## src/rtl/qar_spi_arb_if.sv

```systemverilog
// qar_spi_arb_if: requester handshake and qar_spi register-bus bundle.
//   master : arbiter side (consumes requests and rdata, drives grants, responses and bus strobes)
//   slave  : environment side (requesters plus the qar_spi register file)
//   req_valid/req_data/req_last : per-requester byte stream, byte i at [8i+7:8i]
//   req_ready/rsp_valid/rsp_data/err/grant : per-requester handshake and status
//   bus_write/bus_read/addr_word/wdata/rdata : qar_spi register bus
interface qar_spi_arb_if #(
    parameter int unsigned N_REQ = 4
) ();
    logic [N_REQ-1:0]   req_valid;
    logic [8*N_REQ-1:0] req_data;
    logic [N_REQ-1:0]   req_last;
    logic [N_REQ-1:0]   req_ready;
    logic [N_REQ-1:0]   rsp_valid;
    logic [7:0]         rsp_data;
    logic [N_REQ-1:0]   err;
    logic [N_REQ-1:0]   grant;
    logic               bus_write;
    logic               bus_read;
    logic [5:0]         addr_word;
    logic [31:0]        wdata;
    logic [31:0]        rdata;

    modport master (
        input  req_valid, req_data, req_last, rdata,
        output req_ready, rsp_valid, rsp_data, err, grant,
               bus_write, bus_read, addr_word, wdata
    );

    modport slave (
        output req_valid, req_data, req_last, rdata,
        input  req_ready, rsp_valid, rsp_data, err, grant,
               bus_write, bus_read, addr_word, wdata
    );
endinterface

```

## src/rtl/qar_spi_arb.sv

```systemverilog
// qar_spi_arb: round-robin arbiter and transaction sequencer that shares one
// qar_spi peripheral between N_REQ byte-stream requesters.
//   clk, rst : clock and asynchronous active-high reset
//   bus      : qar_spi_arb_if.master
//              requester side: req_valid/req_data/req_last in, req_ready,
//              rsp_valid/rsp_data, err, grant out
//              peripheral side: bus_write/bus_read/addr_word/wdata out, rdata in
// grant and err are registered; req_ready, rsp_* and the bus strobes decode
// combinationally from the current state so each strobe lines up with its
// state cycle.
module qar_spi_arb #(
    parameter int unsigned N_REQ      = 4,
    parameter logic [31:0] CLKDIV     = 32'd4,
    parameter logic [15:0] POLL_LIMIT = 16'd1000
) (
    input  logic           clk,
    input  logic           rst,
    qar_spi_arb_if.master  bus
);

    localparam int unsigned IDX_W = (N_REQ > 1) ? $clog2(N_REQ) : 1;
    localparam int unsigned CNT_W = 16;

    localparam logic [5:0] A_CTRL   = 6'h0;
    localparam logic [5:0] A_STATUS = 6'h1;
    localparam logic [5:0] A_CLKDIV = 6'h2;
    localparam logic [5:0] A_TXDATA = 6'h3;
    localparam logic [5:0] A_RXDATA = 6'h4;
    localparam logic [5:0] A_CSSEL  = 6'h5;

    typedef enum logic [2:0] {
        S_IDLE,
        S_SET_DIV,
        S_SET_CS,
        S_ENABLE,
        S_WAIT_TX,
        S_POLL,
        S_READ_RX,
        S_RELEASE
    } state_t;

    state_t             state, state_nxt;
    logic [IDX_W-1:0]   owner, owner_nxt;
    logic [IDX_W-1:0]   rr, rr_nxt;
    logic               last_q, last_nxt;
    logic [CNT_W-1:0]   poll_cnt, poll_cnt_nxt;
    logic [N_REQ-1:0]   grant_q, grant_nxt;
    logic [N_REQ-1:0]   err_q, err_nxt;

    logic               pick_found;
    logic [IDX_W-1:0]   pick_idx;
    logic [31:0]        cand;
    logic [7:0]         tx_byte;
    logic [CNT_W:0]     poll_inc;
    logic               poll_reached;
    logic               unused_rdata;

    // Only the busy flag and the RX byte are consumed from read data.
    assign unused_rdata = ^bus.rdata[31:8];

    assign bus.grant = grant_q;
    assign bus.err   = err_q;

    // Owner's TX byte lane.
    assign tx_byte = bus.req_data[{owner, 3'b000} +: 8];

    // Poll count including the current poll; one extra bit so the compare cannot wrap.
    assign poll_inc     = (CNT_W+1)'(poll_cnt) + (CNT_W+1)'(1);
    assign poll_reached = (poll_inc >= (CNT_W+1)'(POLL_LIMIT));

    // First valid requester at or after rr, wrapping.
    always_comb begin
        pick_found = 1'b0;
        pick_idx   = '0;
        cand       = '0;
        for (int unsigned i = 0; i < N_REQ; i++) begin
            cand = (32'(rr) + 32'(i)) % 32'(N_REQ);
            if (!pick_found && bus.req_valid[IDX_W'(cand)]) begin
                pick_found = 1'b1;
                pick_idx   = IDX_W'(cand);
            end
        end
    end

    // State and registered outputs.
    always_ff @(posedge clk or posedge rst) begin
        if (rst) begin
            state    <= S_IDLE;
            owner    <= '0;
            rr       <= '0;
            last_q   <= 1'b0;
            poll_cnt <= '0;
            grant_q  <= '0;
            err_q    <= '0;
        end else begin
            state    <= state_nxt;
            owner    <= owner_nxt;
            rr       <= rr_nxt;
            last_q   <= last_nxt;
            poll_cnt <= poll_cnt_nxt;
            grant_q  <= grant_nxt;
            err_q    <= err_nxt;
        end
    end

    // Next-state and combinational bus/handshake decode.
    always_comb begin
        state_nxt     = state;
        owner_nxt     = owner;
        rr_nxt        = rr;
        last_nxt      = last_q;
        poll_cnt_nxt  = poll_cnt;
        grant_nxt     = grant_q;
        err_nxt       = '0;
        bus.req_ready = '0;
        bus.rsp_valid = '0;
        bus.rsp_data  = '0;
        bus.bus_write = 1'b0;
        bus.bus_read  = 1'b0;
        bus.addr_word = '0;
        bus.wdata     = '0;

        case (state)
            S_IDLE: begin
                if (pick_found) begin
                    owner_nxt           = pick_idx;
                    grant_nxt           = '0;
                    grant_nxt[pick_idx] = 1'b1;
                    rr_nxt              = (pick_idx == IDX_W'(N_REQ - 1)) ? '0
                                                                         : pick_idx + IDX_W'(1);
                    state_nxt           = S_SET_DIV;
                end
            end

            S_SET_DIV: begin
                bus.bus_write = 1'b1;
                bus.addr_word = A_CLKDIV;
                bus.wdata     = CLKDIV;
                state_nxt     = S_SET_CS;
            end

            S_SET_CS: begin
                bus.bus_write = 1'b1;
                bus.addr_word = A_CSSEL;
                bus.wdata     = 32'(owner);
                state_nxt     = S_ENABLE;
            end

            S_ENABLE: begin
                bus.bus_write = 1'b1;
                bus.addr_word = A_CTRL;
                bus.wdata     = 32'd1;
                state_nxt     = S_WAIT_TX;
            end

            // Owner may stall here indefinitely; the grant is held.
            S_WAIT_TX: begin
                bus.req_ready[owner] = 1'b1;
                if (bus.req_valid[owner]) begin
                    bus.bus_write = 1'b1;
                    bus.addr_word = A_TXDATA;
                    bus.wdata     = {24'b0, tx_byte};
                    last_nxt      = bus.req_last[owner];
                    poll_cnt_nxt  = '0;
                    state_nxt     = S_POLL;
                end
            end

            // Idle status wins over timeout when both land on the same poll.
            S_POLL: begin
                bus.bus_read  = 1'b1;
                bus.addr_word = A_STATUS;
                poll_cnt_nxt  = poll_reached ? POLL_LIMIT : poll_inc[CNT_W-1:0];
                if (!bus.rdata[0]) begin
                    state_nxt = S_READ_RX;
                end else if (poll_reached) begin
                    err_nxt[owner] = 1'b1;
                    state_nxt      = S_RELEASE;
                end
            end

            S_READ_RX: begin
                bus.bus_read         = 1'b1;
                bus.addr_word        = A_RXDATA;
                bus.rsp_valid[owner] = 1'b1;
                bus.rsp_data         = bus.rdata[7:0];
                state_nxt            = last_q ? S_RELEASE : S_WAIT_TX;
            end

            S_RELEASE: begin
                bus.bus_write = 1'b1;
                bus.addr_word = A_CTRL;
                bus.wdata     = 32'd0;
                grant_nxt     = '0;
                state_nxt     = S_IDLE;
            end

            default: begin
                state_nxt = S_IDLE;
            end
        endcase
    end

endmodule

```

## src/flat_wrapper.sv

```systemverilog
// flat-port wrapper written by rule: the top's interface ports become plain ports
module qar_spi_arb_flat 
#(
    parameter int unsigned N_REQ      = 4,
    parameter logic [31:0] CLKDIV     = 32'd4,
    parameter logic [15:0] POLL_LIMIT = 16'd1000
)
  (clk, rst, bus_req_valid, bus_req_data, bus_req_last, bus_rdata, bus_req_ready, bus_rsp_valid, bus_rsp_data, bus_err, bus_grant, bus_bus_write, bus_bus_read, bus_addr_word, bus_wdata);
  qar_spi_arb_if #(.N_REQ(N_REQ)) bus_i ();
  input  logic clk;
  input  logic rst;
  input wire logic [$bits(bus_i.req_valid)-1:0] bus_req_valid;
  input wire logic [$bits(bus_i.req_data)-1:0] bus_req_data;
  input wire logic [$bits(bus_i.req_last)-1:0] bus_req_last;
  input wire logic [$bits(bus_i.rdata)-1:0] bus_rdata;
  output wire logic [$bits(bus_i.req_ready)-1:0] bus_req_ready;
  output wire logic [$bits(bus_i.rsp_valid)-1:0] bus_rsp_valid;
  output wire logic [$bits(bus_i.rsp_data)-1:0] bus_rsp_data;
  output wire logic [$bits(bus_i.err)-1:0] bus_err;
  output wire logic [$bits(bus_i.grant)-1:0] bus_grant;
  output wire logic [$bits(bus_i.bus_write)-1:0] bus_bus_write;
  output wire logic [$bits(bus_i.bus_read)-1:0] bus_bus_read;
  output wire logic [$bits(bus_i.addr_word)-1:0] bus_addr_word;
  output wire logic [$bits(bus_i.wdata)-1:0] bus_wdata;
  assign bus_i.req_valid = bus_req_valid;
  assign bus_i.req_data = bus_req_data;
  assign bus_i.req_last = bus_req_last;
  assign bus_i.rdata = bus_rdata;
  assign bus_req_ready = bus_i.req_ready;
  assign bus_rsp_valid = bus_i.rsp_valid;
  assign bus_rsp_data = bus_i.rsp_data;
  assign bus_err = bus_i.err;
  assign bus_grant = bus_i.grant;
  assign bus_bus_write = bus_i.bus_write;
  assign bus_bus_read = bus_i.bus_read;
  assign bus_addr_word = bus_i.addr_word;
  assign bus_wdata = bus_i.wdata;
  qar_spi_arb #(.N_REQ(N_REQ), .CLKDIV(CLKDIV), .POLL_LIMIT(POLL_LIMIT)) u_core (.clk(clk), .rst(rst), .bus(bus_i));
endmodule
```

## config.mk

```make
export PLATFORM = sky130hd
export DESIGN_NAME = qar_spi_arb_flat
export DESIGN_NICKNAME = d
export VERILOG_FILES = /design/src/rtl/qar_spi_arb_if.sv /design/src/rtl/qar_spi_arb.sv /design/src/flat_wrapper.sv
export SDC_FILE = /design/constraint.sdc
export NUM_CORES = 1
export LEC_CHECK = 0
export ABC_AREA = 1
export CAP_MARGIN = 20
export CORE_MARGIN = 2
export CORE_UTILIZATION = 45
export CTS_BUF_LIST = sky130_fd_sc_hd__clkbuf_2
export DETAILED_ROUTE_END_ITERATION = 16
export PLACE_DENSITY = 0.89
export SLEW_MARGIN = 20
export SYNTH_ARGS = -nofsm -noshare
export SYNTH_HDL_FRONTEND = slang
export SYNTH_SLANG_ARGS = --single-unit
```

## constraint.sdc

```tcl
create_clock -name clk -period 5.5 [get_ports clk]
set_input_delay 1.65 -clock clk [delete_from_list [all_inputs] [get_ports clk]]
set_output_delay 1.65 -clock clk [all_outputs]
set_load 0.02 [all_outputs]
```

==> implementation parameters <==
Parameter                              Value

Status
  Run status ... finished, final reports clean

Clock network
  Hold buffer count at CTS ... 0
  Clk pin slew, worst setup/hold paths ... 170 ps
  Post-CTS repair timing setup buffer count ... 0
  Clock buffer count from CTS ... 5
  Cell at the root of the clock tree ... clkbuf_2
  Post-CTS Resized ... 0
  Source-to-sink clock delay at the later pin of the worst-skew pair ... 380 ps
  Clock tree from TritonCTS ... done
  Maximum level of the CTS H-tree ... 2
  Number of sinks handled by clock tree synthesis ... 32
  Clock Tree Buf Depth ... 2

Power and ir drop
  Switching power total ... 0.000806 W
  Net Sw Frac ... 0.505
  Power per standard cell area ... 435 nW/um^2
  Cell-internal power ... 0.000791 W
  Power share of the sequential group ... 0.251
  Worst IR Drop VDD ... 0.239 mV
  Share of power burned in the clock network ... 0.107
  Static leakage power ... 1.77 nW
  Relative contribution of combinational cells to total power ... 0.643

Global route
  Global-route wire length before repair ... 11100 um
  Number of antenna violations at the first check in global routing ... 0
  Maximum number of pins on one net before global-route repair ... 19
  Aggregate global routing overflow ... 0
  Total routing resource utilization after global routing ... 0.213
  Number of global-route vias before repair ... 2546

Floorplanning
  Area of the core ... 5920 sq um
  Effective utilization at floorplan ... 0.463
  Number of placement rows ... 28
  Die width ... 82.1 um
  Count of pins on the block boundary ... 138
  Area of the die ... 6740 sq um
  Chip Height ... 82.1 um

Finish
  Final Non-Filler Cells ... 572
  Number of antenna repair diodes ... 0
  Number of nets in the layout ... 576
  Reg area ... 801 sq um
  Layout overhead on the synthesized area ... 33.8%
  Combined area of the multi-input logic cells ... 1580 sq um
  Fraction of final layout cells with drive strength greater than 1 ... 0.0986
  Layout filler cell count ... 495

Timing
  Maximum clock skew at final layout ... 20.3 ps
  Worst Hold Margin ... 535 ps
  Number of hold violations in the final report ... 0
  FMAX ... 187 MHz
  Final sum of negative setup slack ... 0 ps
  Final setup vio count ... 0
  Post-layout minimum cycle time ... 5340 ps
  Unrepaired setup endpoints after global routing ... false
  Slew @ Worst Pin ... 737 ps
  Final-report max-slew violation count ... 0
  Relative max-transition margin ... 0.508
  Fin crit share ... 0.971

Critical path
  Gate family responsible for the most delay along the worst path ... buffers and inverters
  Data arrival, critical path ... 3690 ps
  R2R depth ... 14
  Startpoint-to-endpoint class of the critical path ... input port to primary output
  Highest fanout seen on the critical path ... 12
  Critical path's slowest cell ... clkdlybuf4s50_1
  CP Capture Type ... primary output
  CP Launch Type ... input port
  Cell chain of the critical path ... clkdlybuf4s50_1 > inv_1 > o22ai_1 > a21oi_1 > o21ai_1 > nand2_2 > nand2_1 > inv_2 > nand2_1 > clkdlybuf4s50_1
  Crit Reg-Reg Endpoint ... u_core.bus.grant[3]
  CP peak stage delay ... 600 ps
  Internal reg-to-reg setup slack ... 3360 ps
  Worst EP required ... 3850 ps
  Number of buffers and inverters on the critical path ... 4
  Critical register-to-register path startpoint ... u_core.rr[0]
  Worst Setup SP ... bus_req_valid[3]

Run
  Max capacitance violation total ... 0

Synth
  Synth async-reset ratio ... 1.00
  Count of distinct cell types in the synthesized netlist ... 39
  Average cell area after synthesis ... 6.77 sq um
  Post-synthesis instance area ... 2740 sq um
  Top FF cell, synth ... dfrtp_1
  Seq/Total Area, Yosys ... 0.292
  Post-synth EDFFs ... 0
  Syn Inst Count ... 405
  Synth warn ... 0
  Synthesized flop and latch total ... 32

Drt
  Routed via count ... 2808
  Mean number of vias per cell ... 4.91
  Length of the first detailed-routing pass in iterations ... 5
  1st-iter DRT viols ... 148
  Average detailed-routed wire length per instance ... 12.3 um
  Number of nets with antenna violations after detailed routing ... 0
  Total detailed-routing wirelength ... 7030 um
  Post-route DRC violation count ... 0

Placed design
  Placer congestion estimate ... 0.886
  I/O Buffers ... 86
  Number of instances in the placed design ... 564
  Hpwl dp ... 5720 um

Min path
  Hold path startpoint ... u_core.bus.grant[0]
  Hold-critical path depth ... 2
  Worst-case hold path end point ... u_core.bus.grant[0]
  Hold/Removal Path Class ... flip-flop to flip-flop
==> final cells by class <==
type	count	area share
timing repair buffer	90	0.243
sequential	32	0.218
inverter	59	0.0624
clock buffer	5	0.00682
tap	75	0.0256
multi-input combinational	308	0.432
clock inverter	3	0.0126
==> power by group through the flow <==
| stage | Clock [W] | Sequential (W) | Combinational (W) |
|---|---|---|---|
| final | 0.000171 | 0.000400 | 0.00103 |
| after detailed placement | 0 | 0.000401 | 0.00103 |
| after floorplan | 0 | 0.000390 | 0.000734 |
| after global placement | 0 | 0.000396 | 0.000999 |
| after CTS | 0.000173 | 0.000398 | 0.00103 |
| after global routing | 0.000185 | 0.000412 | 0.00114 |
==> worst register-to-register path, stage by stage (launching register included) <==
cell and delay [ps]:
dfrtp_1 630, nand2_1 120, o21ai_2 80, inv_1 70, nand2_1 80, nand2_1 100, nor2_4 150, nand2_4 80
inv_4 70, nand2_4 60, nand3_1 130, inv_1 80, ha_1 230, o21ai_1 130, nor2_1 50
==> cells by family after synthesis <==
group / count (synthesis) / share of synthesized area
flops: 32 / 0.292
buf+inv: 91 / 0.167
simple gates: 229 / 0.387
xor+xnor: 2 / 0.0119
fa+ha+maj: 6 / 0.0274
compound gates: 44 / 0.114
other cells: 1 / 0.00137
==> per-stage QoR <==
step | power [W] | setup slack, ps | cell area (sq um) | util
floorplan | 0.00112 | 1060 | 2840 | -
global placement | 0.00140 | 81.4 | 3600 | 0.607
detailed placement | 0.00143 | 36.6 | 3600 | 0.607
CTS | 0.00160 | 35.3 | 3670 | 0.619
global route | 0.00174 | 4.11 | 3670 | 0.620
finish | 0.00160 | 158 | 3670 | 0.620
==> cell usage after synthesis, types with 3 or more instances <==
cell / count / area [sq um]
nand2_1: 120 / 450
nor2_1: 51 / 191
inv_1: 50 / 188
dfrtp_1: 32 / 801
buf_4: 27 / 203
nand3_1: 20 / 100
nand4_1: 13 / 81.3
a22oi_1: 8 / 60.1
o21ai_1: 8 / 40.0
nor2_4: 7 / 78.8
ha_1: 6 / 75.1
o21ai_2: 6 / 52.6
a31oi_1: 5 / 31.3
clkbuf_1: 4 / 15.0
clkinv_1: 4 / 15.0
nand2_2: 4 / 25.0
a21oi_1: 3 / 15.0
inv_2: 3 / 11.3
nand3_2: 3 / 30.0
==> layout by cell type, fill, tap and decap left out, types with 4 or more instances in the layout <==
cell type,count
a22oi_1,8
buf_4,4
conb_1,27
clkinv_1,4
clkbuf_2,5
nand2_1,119
nor2_4,7
inv_1,50
clkdlybuf4s50_1,86
nand4_1,13
o21ai_2,6
ha_1,6
dfrtp_1,32
a31oi_1,5
o21ai_1,8
nand2_2,5
nand3_1,20
nor2_1,51
==> registers in the layout, summed over array words and instances (netlist names) <==
signal,cells
u_core.bus.err,4
u_core.bus.grant,4
u_core.last_q,1
u_core.owner,2
u_core.poll_cnt,16
u_core.rr,2
u_core.state,3
==> routing by layer <==
layer | track usage | vias up | wire length (um)
met2 | 0.394 | 114 | 3730
li1 | - | 1410 | -
met3 | 0.0418 | 12 | 416
met4 | 0.0717 | 0 | 134
met5 | 0 | - | 0
met1 | 0.244 | 1272 | 2750
==> worst max-delay path by stage <==
stage               depth (start not counted)                to
CTS                                        10  bus_addr_word[0]
global placement                           10  bus_addr_word[0]
global route                               10  bus_addr_word[0]
floorplan                                   7      bus_wdata[2]
detailed placement                         10  bus_addr_word[0]
finish                                     10  bus_addr_word[0]
(Power assumes the default switching activity.)
